### config.mk
export PLATFORM = sky130hd
export DESIGN_NAME = hazard_ctrl
export DESIGN_NICKNAME = d
export VERILOG_FILES = /design/src/rtl/hazard_ctrl.sv
export SDC_FILE = /design/constraint.sdc
export NUM_CORES = 1
export LEC_CHECK = 0
export ABC_CLOCK_PERIOD_IN_PS = 2220
export BUFFER_PORTS_ARGS = -buffer_cell sky130_fd_sc_hd__clkbuf_2
export CORE_MARGIN = 3
export CORE_UTILIZATION = 25
export CTS_BUF_LIST = sky130_fd_sc_hd__clkbuf_16
export CTS_CLUSTER_SIZE = 40
export DETAILED_ROUTE_END_ITERATION = 6
export PLACE_DENSITY = 0.47
export REMOVE_ABC_BUFFERS = 1
export SLEW_MARGIN = 30
export SYNTH_ARGS = -nofsm -noshare
export SYNTH_HDL_FRONTEND = slang
export SYNTH_SLANG_ARGS = --single-unit
### constraint.sdc
create_clock -name clk -period 2.22 [get_ports clk]
set_clock_uncertainty 0.1 [all_clocks]
set_input_delay 0.111 -clock clk [delete_from_list [all_inputs] [get_ports clk]]
set_output_delay 0.111 -clock clk [all_outputs]
set_load 0.01 [all_outputs]
### src/rtl/hazard_ctrl.sv
// rtl/hazard_ctrl.sv - pipeline hazard/stall controller for the RV32I 5-stage core
// Drives pipeline register enables/flushes; tracks load stalls, memory waits and counters.
module hazard_ctrl #(
  parameter int LOAD_STALL_CYCLES = 1,
  parameter int MEM_TIMEOUT       = 255,
  parameter int CNT_W             = 32
) (
  input  logic             clk,
  input  logic             rst,
  input  logic [4:0]       id_rs1,
  input  logic [4:0]       id_rs2,
  input  logic             id_uses_rs1,
  input  logic             id_uses_rs2,
  input  logic [4:0]       ex_rd,
  input  logic             ex_mem_rd,
  input  logic             branch_taken,
  input  logic             mem_req,
  input  logic             mem_ready,
  output logic             pc_enable,
  output logic             if_id_enable,
  output logic             if_id_flush,
  output logic             id_ex_enable,
  output logic             id_ex_flush,
  output logic             ex_mem_enable,
  output logic             mem_wb_flush,
  output logic [CNT_W-1:0] stall_cycles,
  output logic [CNT_W-1:0] flush_count,
  output logic             mem_timeout
);

  localparam int WAIT_W = $clog2(MEM_TIMEOUT + 1);
  localparam logic [WAIT_W-1:0] TIMEOUT_V = WAIT_W'(MEM_TIMEOUT);
  localparam logic [1:0] STALL_INIT = 2'(LOAD_STALL_CYCLES - 1);

  typedef enum logic [1:0] {RUN, LOAD_STALL, MEM_WAIT} state_t;

  state_t            state, state_nxt, saved, saved_nxt, eff;
  logic [1:0]        cnt, cnt_nxt;
  logic [WAIT_W-1:0] wait_cnt, wait_inc;
  logic              load_use, mem_stall, flush_evt;

  assign load_use  = ex_mem_rd && (ex_rd != 5'd0) &&
                     ((id_uses_rs1 && (id_rs1 == ex_rd)) || (id_uses_rs2 && (id_rs2 == ex_rd)));
  assign mem_stall = mem_req && !mem_ready;
  assign wait_inc  = (wait_cnt == {WAIT_W{1'b1}}) ? wait_cnt : wait_cnt + 1'b1;

  always_ff @(posedge clk or posedge rst) begin
    if (rst) begin
      state <= RUN;
      saved <= RUN;
      cnt   <= 2'd0;
    end else begin
      state <= state_nxt;
      saved <= saved_nxt;
      cnt   <= cnt_nxt;
    end
  end

  // A release from MEM_WAIT is decided as if still in the state it interrupted.
  always_comb begin
    state_nxt     = state;
    saved_nxt     = saved;
    cnt_nxt       = cnt;
    flush_evt     = 1'b0;
    eff           = (state == MEM_WAIT) ? saved : state;
    pc_enable     = 1'b1;
    if_id_enable  = 1'b1;
    if_id_flush   = 1'b0;
    id_ex_enable  = 1'b1;
    id_ex_flush   = 1'b0;
    ex_mem_enable = 1'b1;
    mem_wb_flush  = 1'b0;
    if (rst) begin
      pc_enable     = 1'b0;
      if_id_enable  = 1'b0;
      id_ex_enable  = 1'b0;
      ex_mem_enable = 1'b0;
    end else if (mem_stall) begin
      pc_enable     = 1'b0;
      if_id_enable  = 1'b0;
      id_ex_enable  = 1'b0;
      ex_mem_enable = 1'b0;
      mem_wb_flush  = 1'b1;
      if (state != MEM_WAIT) saved_nxt = state;
      state_nxt = MEM_WAIT;
    end else if (branch_taken) begin
      if_id_flush = 1'b1;
      id_ex_flush = 1'b1;
      flush_evt   = 1'b1;
      state_nxt   = RUN;
    end else if (eff == LOAD_STALL || load_use) begin
      pc_enable    = 1'b0;
      if_id_enable = 1'b0;
      id_ex_flush  = 1'b1;
      if (eff == LOAD_STALL) begin
        if (cnt <= 2'd1) begin
          state_nxt = RUN;
        end else begin
          cnt_nxt   = cnt - 2'd1;
          state_nxt = LOAD_STALL;
        end
      end else if (LOAD_STALL_CYCLES > 1) begin
        cnt_nxt   = STALL_INIT;
        state_nxt = LOAD_STALL;
      end else begin
        state_nxt = RUN;
      end
    end else begin
      state_nxt = RUN;
    end
  end

  always_ff @(posedge clk or posedge rst) begin
    if (rst) begin
      stall_cycles <= '0;
      flush_count  <= '0;
      wait_cnt     <= '0;
      mem_timeout  <= 1'b0;
    end else begin
      if (!pc_enable && stall_cycles != {CNT_W{1'b1}}) stall_cycles <= stall_cycles + 1'b1;
      if (flush_evt && flush_count != {CNT_W{1'b1}}) flush_count <= flush_count + 1'b1;
      if (mem_stall) begin
        wait_cnt <= wait_inc;
        if (wait_inc >= TIMEOUT_V) mem_timeout <= 1'b1;
      end else begin
        wait_cnt <= '0;
      end
    end
  end

endmodule

# After elaboration in Yosys (flattened, before gate mapping)
# Index checks and enable logic that the tools add are counted.
[totals]
ff_bits = 79
inputBits = 23
output_inout_bits = 72
wordCells = 63
[classes]
add_sub_neg = 4
magnitude_cmp = 2
eq_ne = 8
muxes = 23
bitwise = 4
reduce_logical = 15
[op_table]
columns = ["op", "count"]
rows = [
  ["adder 32 x 1 -> 32 bit (second input constant)", 2],
  ["!= test 32 bit (second input constant)", 2],
  ["two-way mux 1 bit", 16],
  ["two-way mux 8 bit", 2],
  ["== test 5 bit", 2],
  ["two-way mux 2 bit", 5],
  ["adder 8 x 1 -> 8 bit (second input constant)", 1],
  ["== test 8 bit (second input constant)", 1],
  ["greater-or-equal comparator 8 bit (second input constant)", 1],
  ["logical AND 1 bit", 7],
  ["AND reduction 6 bit", 1],
  ["nonzero test 5 bit", 1],
  ["NOT 1 bit", 4],
  ["AND reduction 3 bit", 1],
  ["== test 2 x 1 -> 1 bit (second input constant)", 1],
  ["== test 2 bit (second input constant)", 1],
  ["<= comparator 2 x 1 -> 1 bit (second input constant)", 1],
  ["zero test 1 bit", 2],
  ["logical OR 1 bit", 2],
  ["!= test 2 bit (second input constant)", 1],
  ["AND reduction 2 bit", 1],
  ["subtractor 2 x 1 -> 2 bit (second input constant)", 1],
]

# Logic depth before layout (Yosys ltp)
# Gate-level depths: netlist of the first run.
[logic_depth]
depth_word = 11
mapped_depth = 9
depth_no_buf = 7

# Worst setup path before layout of the first run
# Ideal clock, no wire load.
[synth_timing]
path_kind = "input port to flip-flop"
startpoint = "input rst"
endpoint = "register stall_cycles[28]"
setup_ns = 0.129
arrival_ns = 2.415
t_required_ns = 1.991
path_slack_ns = -0.423
cell_stages = 8
path_buffers = 2
cell_sequence = "inv_2 > and2_1 > clkbuf_1 > o21ai_2 > o21ai_4 > buf_6 > nor3_2 > xor2_1"
[synth_between]
elab_chain_len = 3
[synth_lines]
columns = ["item", "line_no", "rtl"]
rows = [
  ["from (decl)", "9", "input logic rst,"],
  ["two-way mux 1 bit", "--", ""],
  ["via if_id_enable", "20", "output logic if_id_enable,"],
  ["zero test 1 bit", "120", "if (!pc_enable && stall_cycles != {CNT_W{1'b1}}) stall_cycles <= stall_cycles + 1'b1;"],
  ["logical AND 1 bit", "120", ""],
  ["to (signal assigned)", "120", ""],
  ["to (decl)", "26", "output logic [CNT_W-1:0] stall_cycles,"],
]
# The timed path passes the listed nets, and every way through them passes these cells.
# A chain may end at the register's enable or synchronous reset.

# Final worst setup path of the first run
[layout_timing]
startpoint = "register stall_cycles[12]"
endpoint = "register stall_cycles[31]"
[layout_between]
elab_chain_len = 2
elab_cells_between_ends = 3
classes_between = "add/sub: 1; eq/ne: 1; reduce/logical: 1"
[layout_lines]
columns = ["item"]
rows = [
  ["parallel branches: the longest is 2 deep, another holds adder 32 x 1 -> 32 bit"],
]
# Parallel ways; which one is timed is not known.

==> results of run 1 <==
[Yosys cell counts (4+ instances only)]
| cell | n | area, µm² |
|---|---|---|
| nor3_1 | 13 | 65.06 |
| nand2_1 | 42 | 157.7 |
| and4_1 | 4 | 35.03 |
| nor3_2 | 8 | 80.08 |
| nand3_1 | 24 | 120.1 |
| xnor2_1 | 37 | 324.1 |
| nand4_1 | 22 | 137.6 |
| nor2_1 | 39 | 146.4 |
| dfrtp_1 | 79 | 1977 |
| ha_1 | 4 | 50.05 |
| a21oi_1 | 6 | 30.03 |
| a31oi_1 | 6 | 37.54 |
| inv_1 | 9 | 33.78 |
| buf_6 | 4 | 45.04 |
| xor2_1 | 40 | 350.3 |
| and3_1 | 6 | 37.54 |
[worst min-delay path by stage]
stage / start / to / slack, ps / cells past startpoint
floorplan: rst / state[1] / 100 / 1
global placement: rst / stall_cycles[29] / 190 / 3
detailed placement: rst / stall_cycles[29] / 190 / 3
CTS: mem_ready / wait_cnt[3] / 20 / 3
global route: mem_ready / wait_cnt[4] / 50 / 3
finish: mem_ready / wait_cnt[6] / 40 / 3
[timing repair]
item,CTS,global route
cloned,0,0
hold buffers,2,0
setup buffers,6,2
hold endpoints to repair,82,0
resized for setup,0,11
endpoints found under the setup margin,8,29
pin swaps,1,3
[routing by layer]
layer  share of wire [%]  track usage [%]  up-vias
li1                    -                -     1641
met1                  47            15.27     1583
met2                  46            18.22       83
met3                 5.2            3.338       13
met4                 1.3            3.620        0
met5                   0                0        -
[critical path: cells and delay by family (launching register included)]
| family | cells | cell delay (ps) |
|---|---|---|
| AND/OR/NAND/NOR | 3 | 810 |
| AO/OA/AOI/OAI | 2 | 570 |
| flip-flops | 1 | 420 |
| XOR/XNOR | 1 | 150 |
[sequential cells by signal (all words and copies together), names as in the netlist]
| register | count |
|---|---|
| cnt | 2 |
| flush_count | 32 |
| mem_timeout | 1 |
| saved | 2 |
| stall_cycles | 32 |
| state | 2 |
| wait_cnt | 8 |
[layout make-up]
cell class	instances	area, µm²	share of cell area [%]
clock buffers	9	225.2	4.160
inverters	10	38.79	0.7164
clock inverters	7	112.6	2.080
well taps	216	270.3	4.992
multi-input cells	297	2049	37.86
flip-flops and latches	79	1979	36.56
repair buffers	129	738.2	13.64
[kinds of logic (layout without fill, tap and decap cells)]
logic type               count (synthesis)  count (layout)
AO/OA/AOI/OAI                           33              33
XOR/XNOR                                77              77
adder cells (fa/ha/maj)                  4               4
buffers and inverters                   20             155
flip-flops                              79              79
multiplexers                             3               3
AND/OR/NAND/NOR                        180             180
[power by group through the flow]
| stage | Sequential, mW | Clock (mW) | Combinational (mW) |
|---|---|---|---|
| 6_report | 1.78 | 1.68 | 0.726 |
| 5_1_grt | 1.81 | 1.80 | 0.815 |
| 4_1_cts | 1.77 | 1.75 | 0.736 |
| 3_5_place_dp | 1.80 | 0 | 0.714 |
| 3_3_place_gp | 1.79 | 0 | 0.701 |
| 2_1_floorplan | 1.84 | 0 | 0.320 |
[cell usage in the layout (no fill, tap or decap), types with 2 or more instances in the layout]
cell	count
nor3_2	8
buf_4	33
a31oi_1	6
ha_1	4
and4_4	2
clkinv_2	3
and3_1	6
clkbuf_16	9
o21ai_1	2
nand4_1	22
nor2_2	3
o21ai_2	2
nand3_2	2
and4_1	2
nor2_1	38
or3_1	2
nor4b_2	3
nor3_1	13
xnor2_1	37
o21a_1	3
bufinv_16	3
dlygate4sd3_1	2
nand2_1	42
inv_1	10
a21oi_1	5
nor4_1	2
nand3_1	23
xor2_1	40
dfrtp_2	2
and2_1	3
clkbuf_2	94
dfrtp_1	77
[stage by stage]
| step | area (µm²) | std cells | hold WS, ps | TNS, ps |
|---|---|---|---|---|
| 2_1_floorplan | 4029 | 386 | 101.7 | -11860 |
| 3_3_place_gp | 4959 | 721 | 190.6 | 0 |
| 3_5_place_dp | 4959 | 721 | 187.7 | -103.8 |
| 4_1_cts | 5361 | 745 | 22.79 | 0 |
| 5_1_grt | 5414 | 747 | 52.04 | -63.44 |
| 6_report | 5414 | 747 | 37.53 | 0 |
==> impl_metrics.json, run 1 <==
{
  "status": "finished clean",
  "swShare_pct": 27.85,
  "rsz0062_at_grt": "true",
  "p_per_area_nw_per_um2": 773.7,
  "clkSlewWorstSetupHoldPaths_ps": 60,
  "start_util_pct": 25.66,
  "r2r.worst_path.cells": 6,
  "fp.coreArea_um2": 16000,
  "hp-class": "in -> reg",
  "die_w_um": 134.1,
  "timing.rr.start": "stall_cycles[12]",
  "grt_antenna_before_repair": 0,
  "viasPerCell": 4.444,
  "timing.rr.end": "stall_cycles[31]",
  "peakVddDrop_v": 0.0004337,
  "setup_viol": 0,
  "nFillCells": 1667,
  "totalWireLength_um": 9933,
  "p_comb_share_pct": 17.3,
  "root_buffer": "clkbuf_16",
  "hpwl_um": 7538,
  "tightestPinTransition_ps": 620.1,
  "synth_area_um2": 4105,
  "critPathArrivalTime_ps": 2280,
  "power_mw": 4.189,
  "nets": 553,
  "reg2reg_setup_slack_ps": 90,
  "synth_compound_area_share_pct": 6.858,
  "fin_util_pct": 33.84,
  "synth_warnings": 0,
  "gp_congestion": 0.7485,
  "max_stage_delay_ps": 420,
  "intPower_mw": 3.022,
  "final_layout_size_suffix_gt1_share_pct": 33.71,
  "fin_ws_ps": 92.17,
  "antenna_cells": 0,
  "cts_sinks": 79,
  "power_frac_clock_pct": 40.2,
  "vias": 3320,
  "grt.overflow.total": 0,
  "critical_path_class": "reg -> reg",
  "hold_viol_final": 0,
  "grt_pass1_vias": 3365,
  "grt_start_max_net_pins": 48,
  "clock_latency_ps": 340,
  "cts_made_buffers": 9,
  "p_seq_share_pct": 42.5,
  "critPathLaunchType": "flip-flop",
  "drt_iter0_drc": 104,
  "crit_required_ps": 2380,
  "portBuffers": 94,
  "yosys.area_share.simple_pct": 23.77,
  "crit_fanout": 6,
  "rows": 46,
  "areaGrowthSynthToFinish_pct": 31.88,
  "fin_crit_ps": 2128,
  "power.switching_mw": 1.167,
  "ant_nets": 0,
  "p_leak_nw": 2.561,
  "synthAdderAreaFrac_pct": 1.219,
  "dieArea_um2": 17990,
  "startpoint": "stall_cycles[12]",
  "ys_seq_area_share_pct": 48.16,
  "ys_types": 53,
  "grt_pass1_wl_um": 16730,
  "cts_tree": "done",
  "io_pins": 95,
  "synthArstFlopShare_pct": 100.0,
  "fin_crit_sh_pct": 95.85,
  "slew_viol_final": 0,
  "fmax_ghz": 0.4700,
  "post-route-drc-count": 0,
  "synth_cells": 396,
  "synthMuxAreaShare_pct": 0.7924,
  "syn_area_per_cell_um2": 10.37,
  "ys.flop_type": "dfrtp_1",
  "routedWlPerCell_um": 13.30,
  "dr.pass1.iters": 4,
  "post-place-ws_ps": -32.84,
  "endpoint_kind": "flip-flop",
  "worstSetupEndpoint": "stall_cycles[31]",
  "synth-edff-count": 0,
  "ys_seq_elements": 79,
  "synth_top_family_by_area": "simple AND/OR/NAND/NOR gates",
  "synthXorXnorAreaFrac_pct": 16.43,
  "clock_path_buffers": 2,
  "crit_chain": "nand4_1, or3_4, a2111oi_2, o211ai_1, nor3_2, xor2_1",
  "grt_usage_pct": 11.51,
  "crit_slowest_cell": "dfrtp_2",
  "htreeDepth": 3,
  "maxCapViolCount": 0,
  "slew_headroom_pct": 58.66,
  "die_h_um": 134.1
}
Power figures use the tool's default switching activity.
==> inputs of run 2 (changes only) <==
SETUP_SLACK_MARGIN = 0.3   (was default)
==> run 2 against run 1 <==
Die area stayed put. Combinational power grew 43%. Highest routed layer unchanged. Hold slack lost 22 ps. Global-route usage rose by 0.78 points. Wire length up 9.1%. Sequential cell count did not move. Register-to-register slack gained 120 ps. Sequential share of layout area shrank 4.0 points. Sequential power decreased by 3%. Utilization grew 4.3 points.
==> impl_metrics.json, run 2 (synthesis gave the netlist of run 1 again) <==
{
  "die_h_um": 134.1,
  "rows": 46,
  "slew_headroom_pct": 58.70,
  "vias": 3578,
  "start_util_pct": 25.66,
  "crit_chain": "clkbuf_2, dlygate4sd3_1, clkinv_2, and3_4, a31oi_4, o21ai_4, buf_6, buf_4, nor4b_4, xor2_1",
  "grt_pass1_wl_um": 17880,
  "final_area_um2": 6102,
  "clkSlewWorstSetupHoldPaths_ps": 60,
  "post-route-drc-count": 0,
  "largestRegisters": "flush_count x32, stall_cycles x32, wait_cnt x8",
  "ant_nets": 0,
  "intPower_mw": 3.207,
  "crit_family": "buffers and inverters",
  "final_common_cell": "clkbuf_2",
  "hold_viol_final": 0,
  "critPathLaunchType": "input port",
  "hp-class": "in -> reg",
  "power.switching_mw": 1.243,
  "viasPerCell": 4.478,
  "slew_viol_final": 0,
  "io_pins": 95,
  "p_leak_nw": 2.925,
  "peakVddDrop_v": 0.0004680,
  "cts_sinks": 79,
  "routedWlPerCell_um": 13.56,
  "fin_crit_sh_pct": 91.02,
  "nets": 605,
  "cts_tree": "done",
  "portBuffers": 94,
  "final_cell_mix": "clkbuf_2, buf_4, dfrtp_1",
  "areaGrowthSynthToFinish_pct": 48.64,
  "totalWireLength_um": 10830,
  "endpoint_kind": "flip-flop",
  "fin_hold_ws_ps": 15.26,
  "swShare_pct": 27.94,
  "crit_fanout": 8,
  "status": "finished clean",
  "die_w_um": 134.1,
  "gp_congestion": 0.7485,
  "maxCapViolCount": 0,
  "grt_start_max_net_pins": 48,
  "dr.pass1.iters": 4,
  "grt_pass1_vias": 3623,
  "fmax_ghz": 0.4949,
  "fp.coreArea_um2": 16000,
  "p_seq_share_pct": 38.7,
  "final_layout_size_suffix_gt1_share_pct": 45.97,
  "htreeDepth": 3,
  "antenna_cells": 0,
  "cts_made_buffers": 9,
  "rsz0062_at_grt": "true",
  "critPathBufInv": 5,
  "tightestPinTransition_ps": 619.5,
  "critical_path_class": "in -> reg",
  "power_mw": 4.450,
  "place_area_um2": 4959,
  "crit_required_ps": 2370,
  "max_stage_delay_ps": 610,
  "clock_latency_ps": 340,
  "critPathArrivalTime_ps": 2180,
  "root_buffer": "clkbuf_16",
  "hpwl_um": 7538,
  "setup_tns_ps": 0,
  "power_frac_clock_pct": 37.9,
  "p_per_area_nw_per_um2": 729.2,
  "grt.overflow.total": 0,
  "fin_crit_ps": 2021,
  "nFillCells": 1612,
  "dieArea_um2": 17990,
  "clock_path_buffers": 2,
  "crit_slowest_cell": "dlygate4sd3_1",
  "grt_usage_pct": 12.29,
  "drt_iter0_drc": 104,
  "p_comb_share_pct": 23.4,
  "grt_antenna_before_repair": 0,
  "setup_viol": 0
}
-- run 2: changes by cell type in the layout (fill, tap and decap cells not counted), sizes merged --
cell / change
clkbuf: -1
buf: +53
-- run 2: timing repair --
item | in CTS | in global routing
hold buffers | 2 | 1
endpoints found under the setup margin | 62 | 64
hold endpoints to repair | 82 | 81
pin swaps | 26 | 19
gates resized for setup | 42 | 38
setup buffers | 43 | 17
-- run 2: final timing paths --
check                      slack [ps]                to  cells past startpoint             from
min in group asynchronous         410  stall_cycles[29]                      4              rst
max reg2reg                       210  stall_cycles[17]                      7  stall_cycles[3]
max in group asynchronous        1080   flush_count[23]                      4              rst
min                                20       wait_cnt[6]                      3          mem_req
max                               200   stall_cycles[9]                     10              rst
min reg2reg                       360       mem_timeout                      1      mem_timeout
-- run 2: area by class of cell --
cell class | instances | area [µm²] | share of cell area, %
repair buffers | 181 | 1169 | 19.15
inverters | 10 | 38.79 | 0.6356
clock inverters | 7 | 112.6 | 1.845
clock buffers | 9 | 225.2 | 3.691
flip-flops and latches | 79 | 1988 | 32.58
well taps | 216 | 270.3 | 4.429
multi-input cells | 297 | 2298 | 37.67
-- run 2: worst reg2reg max path, delay by kind of cell (launching register included) --
kind,cells,cell delay (ps)
AND/OR/NAND/NOR,3,790
AO/OA/AOI/OAI,2,300
flip-flops,1,360
XOR/XNOR,1,130
buffers and inverters,1,220
-- run 2: power groups by stage --
stage,sequential (mW),clock [mW],combinational (mW)
6_report,1.72,1.69,1.04
5_1_grt,1.75,1.80,1.14
2_1_floorplan,1.84,0,0.320
3_5_place_dp,1.80,0,0.714
4_1_cts,1.71,1.75,1.01
3_3_place_gp,1.79,0,0.701
-- run 2: per-layer routing --
metal	track usage, %	up-vias	part of all wire, %
met5	0	-	0
met4	3.620	0	1.0
met3	3.338	11	5.6
met2	20.24	103	49
met1	15.89	1725	44
li1	-	1739	-
-- run 2: per-stage QoR --
stage / cells / setup WS, ps / util [%]
floorplan: 386 / -617.5 / -
global placement: 721 / 16.98 / 30.99
detailed placement: 721 / -32.84 / 30.99
CTS: 782 / 196.7 / 36.44
global route: 799 / 113.4 / 38.14
finish: 799 / 199.3 / 38.14
==> inputs of run 3 (changes only) <==
MAX_ROUTING_LAYER = met4   (was default)
SETUP_SLACK_MARGIN = default   (was 0.3)
==> run 3 against run 2 <==
Count of clock-buffer cells in the layout stayed put. Combinational power is 31% lower. Register-to-register slack worse by 110 ps. Setup slack worse by 100 ps.
==> impl_metrics.json, run 3 (synthesis gave the netlist of run 1 again) <==
{
  "setup_viol": 0,
  "grt_pass1_vias": 3367,
  "power.switching_mw": 1.162,
  "gp_congestion": 0.7580,
  "post-route-drc-count": 0,
  "io_pins": 95,
  "critPathLaunchType": "flip-flop",
  "status": "finished clean",
  "grt_pass1_wl_um": 16730,
  "nets": 553,
  "final_cell_mix": "clkbuf_2, dfrtp_1, nand2_1",
  "peakVddDrop_v": 0.0004330,
  "crit_fanout": 4,
  "dr.pass1.iters": 4,
  "rsz0062_at_grt": "true",
  "final_cells": 747,
  "setup_tns_ps": 0,
  "dieArea_um2": 17990,
  "final_layout_size_suffix_gt1_share_pct": 33.52,
  "cp.depth": 6,
  "cts_made_buffers": 9,
  "grt_start_max_net_pins": 48,
  "fmax_ghz": 0.4707,
  "p_seq_share_pct": 42.4,
  "antenna_cells": 0,
  "portBuffers": 94,
  "swShare_pct": 27.81,
  "clkSlewWorstSetupHoldPaths_ps": 60,
  "start_util_pct": 25.66,
  "fp.coreArea_um2": 16000,
  "intPower_mw": 3.017,
  "critPathBufInv": 0,
  "crit_family": "simple AND/OR/NAND/NOR gates",
  "hold_path_startpoint": "mem_ready",
  "min_to": "wait_cnt[6]",
  "r2r.worst_path.cells": 6,
  "p_comb_share_pct": 17.3,
  "endpoint_kind": "flip-flop",
  "p_leak_nw": 2.559,
  "grt_antenna_before_repair": 0,
  "clock_latency_ps": 340,
  "final_common_cell": "clkbuf_2",
  "critPathArrivalTime_ps": 2280,
  "nFillCells": 1668,
  "timing.rr.start": "stall_cycles[17]",
  "grt.overflow.total": 0,
  "largestRegisters": "flush_count x32, stall_cycles x32, wait_cnt x8",
  "fin_crit_ps": 2124,
  "cts_tree": "done",
  "crit_chain": "nand3_1, or3_4, a2111oi_2, o211ai_1, nor3_2, xor2_1",
  "clock_path_buffers": 2,
  "fin_crit_sh_pct": 95.70,
  "critical_path_class": "reg -> reg",
  "areaGrowthSynthToFinish_pct": 31.79,
  "slew_viol_final": 0,
  "totalWireLength_um": 9913,
  "maxCapViolCount": 0,
  "rows": 46,
  "reg2reg_setup_slack_ps": 100,
  "drt_iter0_drc": 109,
  "routedWlPerCell_um": 13.27,
  "timing.rr.end": "stall_cycles[31]",
  "die_w_um": 134.1,
  "crit_required_ps": 2380,
  "holdPathStages": 3,
  "hpwl_um": 7538,
  "htreeDepth": 3,
  "viasPerCell": 4.451,
  "slew_headroom_pct": 58.66,
  "power_frac_clock_pct": 40.3,
  "hold_viol_final": 0,
  "die_h_um": 134.1,
  "crit_slowest_cell": "or3_4",
  "ant_nets": 0,
  "grt_usage_pct": 11.84,
  "cts_sinks": 79,
  "dp.cells": 721,
  "tightestPinTransition_ps": 620.1,
  "max_stage_delay_ps": 420,
  "vias": 3325,
  "hp-class": "in -> reg",
  "root_buffer": "clkbuf_16",
  "p_per_area_nw_per_um2": 772.4
}
-- run 3: cell types whose count changed in the layout (fill, tap and decap cells not counted), sizes merged --
cell / before / now
buf: 86 / 33
clkbuf: 102 / 103
-- run 3: layout make-up --
type                       instances  area (µm²)  share of cell area [%]
tap                              216       270.3                   4.995
inverter                          10       38.79                  0.7169
multi-input combinational        297        2046                   37.81
timing repair buffer             129       738.2                   13.64
clock inverter                     7       112.6                   2.081
clock buffer                       9       225.2                   4.163
sequential                        79        1979                   36.59
-- run 3: power by group through the flow --
stage                     Clock, mW  Sequential (mW)  Combinational, mW
after CTS                      1.75             1.77              0.736
after floorplan                   0             1.84              0.320
after global placement            0             1.79              0.701
final                          1.68             1.77              0.721
after detailed placement          0             1.80              0.714
after global routing           1.80             1.80              0.808
-- run 3: repair_timing --
action / 4_1_cts / 5_1_grt
gates resized for setup: 0 / 9
pin swaps: 1 / 2
setup buffers: 6 / 2
setup endpoints to repair: 8 / 27
endpoints found under the hold margin: 82 / 0
hold buffers: 2 / 0
-- run 3: metrics by stage --
step / hold slack [ps] / utilization, % / worst slack [ps] / power (mW) / instance area, µm²
after detailed placement: 187.7 / 30.99 / -32.84 / 2.511 / 4959
after floorplan: 101.7 / - / -617.5 / 2.163 / 4029
after global routing: 52.01 / 33.81 / -60.36 / 4.413 / 5410
after CTS: 22.79 / 33.51 / 45.64 / 4.263 / 5361
final: 36.78 / 33.81 / 95.53 / 4.179 / 5410
after global placement: 190.6 / 30.99 / 16.98 / 2.493 / 4959
-- run 3: layer usage --
metal | track usage, % | part of all wire (%) | vias up
li1 | - | - | 1642
met1 | 15.39 | 48 | 1586
met2 | 18.25 | 46 | 83
met3 | 3.076 | 4.7 | 14
met4 | 3.620 | 1.3 | 0
met5 | - | 0 | -
-- run 3: worst min-delay path: stages --
cell and delay, ps:
clkbuf_2 70, nand2b_4 180, a211oi_1 60
-- run 3: worst max-delay path by stage --
stage | slack (ps) | from | endpoint
6_report | 100 | stall_cycles[17] | stall_cycles[31]
5_1_grt | -60 | stall_cycles[4] | stall_cycles[31]
3_3_place_gp | 20 | saved[0] | stall_cycles[26]
3_5_place_dp | -30 | saved[0] | stall_cycles[26]
2_1_floorplan | -620 | rst | stall_cycles[1]
4_1_cts | 50 | stall_cycles[12] | stall_cycles[31]
